`src/rtl/mem_arb.sv`:
```
`timescale 1ns/1ps
`default_nettype none
// +--------------------------------------------------------------------------+
// | Module   : mem_arb                                                       |
// | Purpose  : Two-port arbiter in front of a single shared 32-bit memory.   |
// |            p0 is a read-only instruction-fetch port, p1 is a read/write  |
// |            data port. Each transaction takes one IDLE (grant) cycle and  |
// |            one ACCESS cycle. The response (rvalid/rdata/err) appears in  |
// |            the cycle after ACCESS, which may also grant the next request.|
// | Config   : MEM_ARB_RR_EN defined   -> round-robin between p0 and p1      |
// |            MEM_ARB_RR_EN undefined -> fixed priority, p1 always wins     |
// | Ports    : clk, reset_n          clock, asynchronous active-low reset    |
// |            p0_req/addr           fetch request                           |
// |            p0_gnt/rvalid/rdata/err  fetch grant and response             |
// |            p1_req/we/addr/wd     data request                            |
// |            p1_gnt/rvalid/rdata/err  data grant and response              |
// |            mem_we/a/wd, mem_rd   memory port (comb. read, clocked write) |
// | Revision : 1.0  initial release                                          |
// +--------------------------------------------------------------------------+
module mem_arb #(
  parameter int MEM_WORDS = 64
) (
  input  logic        clk,
  input  logic        reset_n,
  // fetch port
  input  logic        p0_req,
  input  logic [31:0] p0_addr,
  output logic        p0_gnt,
  output logic        p0_rvalid,
  output logic [31:0] p0_rdata,
  output logic        p0_err,
  // data port
  input  logic        p1_req,
  input  logic        p1_we,
  input  logic [31:0] p1_addr,
  input  logic [31:0] p1_wd,
  output logic        p1_gnt,
  output logic        p1_rvalid,
  output logic [31:0] p1_rdata,
  output logic        p1_err,
  // memory port
  output logic        mem_we,
  output logic [31:0] mem_a,
  output logic [31:0] mem_wd,
  input  logic [31:0] mem_rd
);

  typedef enum logic [0:0] {
    IDLE   = 1'b0,
    ACCESS = 1'b1
  } state_t;

  localparam logic [29:0] c_mem_words = MEM_WORDS[29:0];

  state_t      r_state;
  state_t      w_state_nxt;

  logic        w_any_req;
  logic        w_pick_p1;    // winner if a grant is issued this cycle
  logic        w_grant;
  logic        w_done;       // last cycle of the current access
  logic [31:0] w_req_addr;
  logic        w_addr_err;

  // transaction latched at grant time; requester inputs are ignored afterwards
  logic        r_win_p1;
  logic        r_we;
  logic        r_err;
  logic [31:0] r_addr;
  logic [31:0] r_wd;

  assign w_any_req = p0_req | p1_req;

`ifdef MEM_ARB_RR_EN
  // Remembers which port won the most recent grant; on a tie the other port
  // wins. Reset value "p1" lets the fetch port go first out of reset.
  logic r_last_p1;

  always_ff @(posedge clk or negedge reset_n) begin
    if (!reset_n) begin
      r_last_p1 <= 1'b1;
    end else if (w_grant) begin
      r_last_p1 <= w_pick_p1;
    end
  end

  assign w_pick_p1 = p1_req & (~p0_req | ~r_last_p1);
`else
  assign w_pick_p1 = p1_req;
`endif

  assign w_req_addr = w_pick_p1 ? p1_addr : p0_addr;
  // misaligned or beyond the end of the memory
  assign w_addr_err = (w_req_addr[1:0] != 2'b00) || (w_req_addr[31:2] >= c_mem_words);

  // -------------------------------------------------------------------------
  // FSM
  // -------------------------------------------------------------------------
  always_ff @(posedge clk or negedge reset_n) begin
    if (!reset_n) begin
      r_state <= IDLE;
    end else begin
      r_state <= w_state_nxt;
    end
  end

  always_comb begin
    w_state_nxt = r_state;
    w_grant     = 1'b0;
    p0_gnt      = 1'b0;
    p1_gnt      = 1'b0;
    mem_we      = 1'b0;
    mem_a       = '0;
    mem_wd      = '0;
    case (r_state)
      IDLE: begin
        if (w_any_req) begin
          w_grant     = 1'b1;
          p1_gnt      = w_pick_p1;
          p0_gnt      = ~w_pick_p1;
          w_state_nxt = ACCESS;
        end
      end
      ACCESS: begin
        // a bad address never reaches the memory as a write
        mem_we      = r_we & ~r_err;
        mem_a       = r_addr;
        mem_wd      = r_wd;
        w_state_nxt = IDLE;
      end
      default: begin
        w_state_nxt = IDLE;
      end
    endcase
  end

  assign w_done = (r_state == ACCESS);

  // -------------------------------------------------------------------------
  // Transaction latch
  // -------------------------------------------------------------------------
  always_ff @(posedge clk or negedge reset_n) begin
    if (!reset_n) begin
      r_win_p1 <= 1'b0;
      r_we     <= 1'b0;
      r_err    <= 1'b0;
      r_addr   <= '0;
      r_wd     <= '0;
    end else if (w_grant) begin
      r_win_p1 <= w_pick_p1;
      r_we     <= w_pick_p1 & p1_we;   // p0 can never write
      r_err    <= w_addr_err;
      r_addr   <= w_req_addr;
      r_wd     <= w_pick_p1 ? p1_wd : 32'h0;
    end
  end

  // -------------------------------------------------------------------------
  // Responses: one-cycle rvalid pulse after ACCESS; rdata holds between pulses
  // -------------------------------------------------------------------------
  always_ff @(posedge clk or negedge reset_n) begin
    if (!reset_n) begin
      p0_rvalid <= 1'b0;
      p0_err    <= 1'b0;
      p0_rdata  <= '0;
      p1_rvalid <= 1'b0;
      p1_err    <= 1'b0;
      p1_rdata  <= '0;
    end else begin
      p0_rvalid <= w_done & ~r_win_p1;
      p0_err    <= w_done & ~r_win_p1 & r_err;
      p1_rvalid <= w_done & r_win_p1;
      p1_err    <= w_done & r_win_p1 & r_err;
      if (w_done && !r_win_p1) begin
        p0_rdata <= r_err ? 32'h0 : mem_rd;
      end
      if (w_done && r_win_p1) begin
        if (r_err) begin
          p1_rdata <= 32'h0;
        end else if (!r_we) begin
          p1_rdata <= mem_rd;
        end
        // a good write acknowledges without touching rdata
      end
    end
  end

endmodule
`default_nettype wire

```
`config.mk`:
```
export PLATFORM = sky130hd
export DESIGN_NAME = mem_arb
export DESIGN_NICKNAME = d
export VERILOG_FILES = /design/src/rtl/mem_arb.sv
export SDC_FILE = /design/constraint.sdc
export NUM_CORES = 1
export LEC_CHECK = 0
export CORE_MARGIN = 2
export CORE_UTILIZATION = 40
export DETAILED_ROUTE_END_ITERATION = 8
export GPL_TIMING_DRIVEN = 0
export PLACE_DENSITY = 0.86
export SETUP_SLACK_MARGIN = 0.02
export SKIP_LAST_GASP = 1
export SLEW_MARGIN = 20
export SYNTH_ARGS = -nofsm -noshare
export SYNTH_HDL_FRONTEND = slang
export SYNTH_SLANG_ARGS = --single-unit
```
`constraint.sdc`:
```
create_clock -name clk -period 1.6 [get_ports clk]
set_input_delay 0.16 -clock clk [delete_from_list [all_inputs] [get_ports clk]]
set_output_delay 0.16 -clock clk [all_outputs]
set_load 0.005 [all_outputs]
```
==> metrics.txt, run 1 <==
Die Ht 124.7 um; minimum clock period 1.817 ns; switching pwr 0.002736 W; antenna violations before repair 0; share of cells above drive strength 1 27.24%; headroom to the max-slew limit 65.00%; via/cell ratio 5.184; status finished with violations; top cells by area, synth dfrtp_1, nand2_1, o21ai_0; Slew Viols, Final 0; Root Buffer clkbuf_16; Sequential Power Share 38.7%; cts bufs inserted 17; CP bufs+invs 5; # diodes 0; internal power 0.007412 W; grt total ovfl 0; syn_nets 709; routed wire length 20,570 um; flops & latches, synth 136; Die W 124.7 um; # rows 44; WHS 0.2802 ns; vias after detailed routing 5,692; Final Hold Vio Count 0; clock power share 36.3%; post-synth cell types 31; Seq/Total Area, Yosys 58.41%; Max IR drop VDD 0.7164 mV; critical path peak fanout 7; failing checks setup timing; post-route insts no fill 1,098; area leader, netlist dfrtp_1; worst min-delay path class in -> async; largest net degree at the start of global routing 72; Leak 4.694 nW; cell count after synthesis 576; slowest library cell on the worst path dfrtp_2; crit path capture type output pin; DRT iter0 DRCs 322; RSZ-0062 raised after global routing true; Max clock buf depth 2; worst skew pair latency 0.42 ns; critical path's largest stage delay 0.42 ns; crit-path cells buf_12 > clkbuf_16 > buf_8 > clkbuf_16 > and2_4 > buf_6; Post-Syn Area per Cell 10.12 um2; Placed Instances 1,027; final worst-path cycle share 113.6%; # setup viols final 127; final instance area 10,320 um2; CTS sink cnt 136; post-route ant nets 0; critical path launch point type register; DR WL/cell 18.73 um; vias in the first global route 5,872; overall routing resource usage 25.53%; total core area 14,370 um2; Critical Path Most Common Cell clkbuf_16; effective utilization at floorplan 40.55%; crit path kind reg -> out; first-pass GRT wire length 31,180 um; combinational power share 25.0%; switching share of power 26.96%; CP top delay family buffers and inverters; synthesis-to-layout area growth 77.17%; Final #Nets 1,035; PwrDens 983.0 nW/um2; clk slew on worst S/H paths 0.06 ns; max cap viols 0; Worst Max-Slew Pin Slew 0.5250 ns; Residual DRC 0; CP arrival 1.66 ns; H-tree depth 4; Cell Area, Synth 5827 um2; area of the die 15,550 um2; TritonCTS clock tree yes; # port buffers 266; Critical Path RT 1.44 ns; worst clock skew 0.006985 ns; final setup margin -0.2169 ns; Yosys warnings 0; fmax 0.5504 GHz; Yosys top cell area share 58.41%; Total Negative Setup Slacks -16.34 ns; placer congestion estimate 0.8227; DP HPWL 13,660 um; num ports 268; DR pass1 iterations 5; Area after DPL 8752 um2
-- through the flow --
stage	util (%)	power [W]	setup slack [ns]
after floorplan	-	0.004616	0.3214
after global placement	60.68	0.005685	-4.997
after detailed placement	60.91	0.005728	-0.6773
after CTS	68.29	0.009792	-0.2453
after global routing	71.85	0.01057	-0.2666
final	71.85	0.01015	-0.2169
-- cells in the final DEF (no fill, tap or decap), types with 2 or more instances in the layout --
| master | count |
|---|---|
| buf_6 | 70 |
| and2_1 | 15 |
| o21ai_0 | 64 |
| inv_1 | 2 |
| clkbuf_8 | 3 |
| clkbuf_1 | 3 |
| a22o_1 | 32 |
| clkinv_4 | 5 |
| dfrtp_2 | 2 |
| buf_2 | 20 |
| nor4_1 | 9 |
| clkbuf_2 | 4 |
| dfrtp_1 | 134 |
| buf_12 | 5 |
| clkinv_2 | 2 |
| o21ai_2 | 4 |
| and2_4 | 50 |
| buf_4 | 18 |
| nand2_1 | 129 |
| mux2i_1 | 32 |
| clkdlybuf4s50_1 | 198 |
| clkinvlp_4 | 3 |
| inv_6 | 3 |
| buf_8 | 18 |
| o21ai_1 | 30 |
| and3_1 | 2 |
| clkbuf_16 | 25 |
| nor2_1 | 6 |
| nand2_2 | 4 |
| buf_16 | 2 |
| nand2b_4 | 2 |
-- metal layers --
layer	up-vias	part of all wire, %	GRT usage (%)	wire length [um]
li1	2616	-	-	-
met1	2775	39	30.83	7942
met2	266	50	42.30	10380
met3	35	8.6	8.076	1768
met4	0	2.3	10.64	471
met5	-	0	0	0
-- timing repair --
| action | 4_1_cts | 5_1_grt |
|---|---|---|
| setup buffers | 18 | 9 |
| hold endpoints to repair | 65 | 0 |
| gates resized for setup | 407 | 168 |
| hold buffers | 1 | 0 |
| setup endpoints to repair | 89 | 195 |
| pin swaps | 1 | 10 |
| cloned | 6 | 8 |
-- area by class of cell --
type                    count  area [um2]
fillers                  1018        4045
flip-flops and latches    136        3406
repair buffers            308        3241
multi-input cells         393        2395
plain buffers              42       476.7
clock buffers              18       429.2
well taps                 184       230.2
clock inverters            13       123.9
inverters                   4       22.52
-- registers in the layout, summed over array words and instances (netlist names) --
register,count
r_wd,32
r_addr,32
p1_rvalid,1
p1_rdata,32
p0_rdata,32
r_win_p1,1
p0_rvalid,1
r_err,1
p0_err,1
p1_err,1
r_we,1
r_state,1
-- worst reg2reg max path: stages, from the launching register on --
cell	delay, ns
dfrtp_2	0.42
buf_4	0.14
buf_6	0.12
buf_12	0.12
or2_4	0.24
buf_8	0.15
buf_12	0.15
buf_12	0.13
a22o_1	0.22
-- kinds of logic after synthesis --
family / Yosys count / synth area share [%]
simple gates: 226 / 18.38
mux: 32 / 5.497
compound gates: 135 / 13.85
buf+inv: 47 / 3.865
flops: 136 / 58.41
-- path summary, 6_finish.rpt --
| path | start | endpoint | slack [ns] | depth (start not counted) |
|---|---|---|---|---|
| max reg2reg | r_state | r_wd[0] | -0.20 | 8 |
| min | reset_n | r_addr[30] | 0.28 | 2 |
| max in group asynchronous | reset_n | p1_rdata[27] | 0.62 | 3 |
| min in group clk | mem_rd[15] | p0_rdata[15] | 0.32 | 3 |
| max | r_state | mem_wd[29] | -0.22 | 6 |
| min reg2reg | p0_rdata[19] | p0_rdata[19] | 0.48 | 2 |
-- cell usage after synthesis --
library cell / n
nor4b_1: 1
nand3_1: 1
nor2b_1: 1
nor2_1: 7
and3_1: 2
inv_1: 2
a21o_1: 1
buf_4: 2
nand2_1: 133
or4_1: 1
a41oi_1: 1
or2_1: 1
clkbuf_1: 23
nand2b_1: 2
nand3b_1: 1
o21ai_0: 97
o21ai_1: 1
mux2i_1: 32
inv_2: 1
and2_1: 65
o22ai_1: 1
a22o_1: 32
buf_2: 15
nor4_1: 9
buf_6: 3
o21ai_2: 1
dfrtp_1: 136
or4b_1: 1
clkinv_1: 1
nand4_1: 1
a21oi_1: 1
-- power groups by stage --
stage | combinational, W | clock [W] | sequential (W)
5_1_grt | 0.00270 | 0.00391 | 0.00396
6_report | 0.00253 | 0.00369 | 0.00393
3_5_place_dp | 0.00178 | 0 | 0.00395
2_1_floorplan | 0.000716 | 0 | 0.00390
3_3_place_gp | 0.00174 | 0 | 0.00394
4_1_cts | 0.00214 | 0.00374 | 0.00391
Power figures use the tool's default switching activity.
==> run 2: changes to the inputs <==
- CAP_MARGIN: default -> 20
==> results of run 2 <==
Same layout as run 1: the final DEF is identical, and so are final timing and power.
==> run 3: changes to the inputs <==
- CTS_BUF_LIST: default -> sky130_fd_sc_hd__clkbuf_8
- PLACE_DENSITY: 0.86 -> 0.78
- REMOVE_ABC_BUFFERS: default -> 1
==> metrics.txt, run 3 (synthesis results as in run 1) <==
status finished with violations; failing checks setup timing; # rows 44; PwrDens 907.1 nW/um2; Critical Path RT 1.44 ns; headroom to the max-slew limit 66.16%; routed wire length 21,570 um; placer congestion estimate 0.8398; Leak 4.870 nW; post-route ant nets 0; met1 GRT Util 28.29%; most common cell after layout, fill and taps aside clkdlybuf4s50_1; num ports 268; Die Ht 124.7 um; Slew Viols, Final 0; # setup viols final 183; GR met2 Demand/Resource 37.87%; area of the die 15,550 um2; crit path capture type output pin; Post-Place Setup Slack -0.8708 ns; WHS 0.2179 ns; critical path launch point type register; vias in the first global route 5,423; Placed Instances 991; share of cells above drive strength 1 25.33%; CP arrival 1.70 ns; overall routing resource usage 22.74%; H-tree depth 4; Final #Nets 1,028; max cap viols 0; flip-flop and latch area 3408 um2; CTS sink cnt 136; total core area 14,370 um2; worst min-delay path class in -> reg; largest net degree at the start of global routing 70; final setup margin -0.2591 ns; critical path peak fanout 4; Final Hold Vio Count 0; DRT iter0 DRCs 342; final worst-path cycle share 116.2%; most used routing layer met2; Die W 124.7 um; TritonCTS clock tree yes; clk slew on worst S/H paths 0.08 ns; Total Negative Setup Slacks -24.50 ns; synthesis-to-layout area growth 76.98%; vias after detailed routing 5,729; multi-input gate area in the final layout 2471 um2; fillcell total 958; DP HPWL 11,770 um; M3 GR Usage 7.302%; Max clock buf depth 2; Worst Max-Slew Pin Slew 0.5076 ns; antenna violations before repair 0; effective utilization at floorplan 40.55%; worst clock skew 0.01269 ns; most frequent cells in the layout clkdlybuf4s50_1, dfrtp_1, nand2_1; Root Buffer clkbuf_8; grt total ovfl 0; first-pass GRT wire length 27,880 um; # diodes 0; fmax 0.5379 GHz; RSZ-0062 raised after global routing true; minimum clock period 1.859 ns; DR pass1 iterations 5; DR WL/cell 19.76 um; crit path kind reg -> out; Residual DRC 0; post-route insts no fill 1,092; worst skew pair latency 0.46 ns; via/cell ratio 5.246; Max IR drop VDD 0.5218 mV; # port buffers 267; cts bufs inserted 17
run 3: cell count changes in the layout (fill, tap and decap cells not counted), sizes merged:
| cell | previous run | this run |
|---|---|---|
| buf | 133 | 84 |
| bufinv | 1 | 2 |
| clkbuf | 36 | 56 |
| clkdlybuf4s50 | 198 | 197 |
| clkinvlp | 3 | 4 |
| dlymetal6s2s | 0 | 16 |
| o21ai | 99 | 102 |
| or2 | 1 | 4 |
run 3: worst max-delay path, cell delays in order (launching register included):
cell     delay (ns)
dfrtp_4        0.50
buf_6          0.14
buf_6          0.12
buf_6          0.12
buf_6          0.11
and2_1         0.13
buf_2          0.13
run 3: area by class of cell:
type	instances	area share, %
clock inverter	14	1.444
multi-input combinational	399	23.96
inverter	4	0.2184
timing repair inverter	1	0.04853
clock buffer	18	2.402
sequential	136	33.05
timing repair buffer	336	36.64
tap	184	2.232
run 3: power breakdown:
part | switching (W) | internal (W)
logic | 0.00107 | 0.00154
registers | 0.000181 | 0.00374
clock network | 0.00140 | 0.00143
total | 0.00265 | 0.00671
run 3: repair_timing:
item                                    CTS  global route
hold endpoints to repair                 67             0
hold buffers                              1             0
gates cloned                              6            31
pin swaps                                 1            25
endpoints found under the setup margin  170           157
resized for setup                        63           289
buffers inserted                         14            20
run 3: layer usage:
layer / up-vias / routed length [um]
li1: 2619 / -
met1: 2786 / 8555
met2: 284 / 10750
met3: 40 / 1801
met4: 0 / 465
met5: - / 0
run 3: worst paths after layout:
path | to | from | cells past startpoint | slack [ns]
max in group asynchronous | r_state | reset_n | 3 | 0.59
hold / removal | r_addr[5] | p1_req | 3 | 0.22
hold reg to reg | r_addr[30] | r_addr[30] | 2 | 0.48
min in group asynchronous | r_wd[11] | reset_n | 2 | 0.25
setup reg to reg | r_addr[17] | r_state | 7 | -0.23
setup / recovery | mem_wd[4] | r_state | 6 | -0.26
run 3: through the flow:
stage / utilization (%) / area [um2] / power [W]
floorplan: - / 5617 / 0.004518
global placement: 59.29 / 8519 / 0.005548
detailed placement: 60.57 / 8703 / 0.005678
CTS: 65.46 / 9405 / 0.008693
global route: 71.77 / 10310 / 0.009779
finish: 71.77 / 10310 / 0.009354
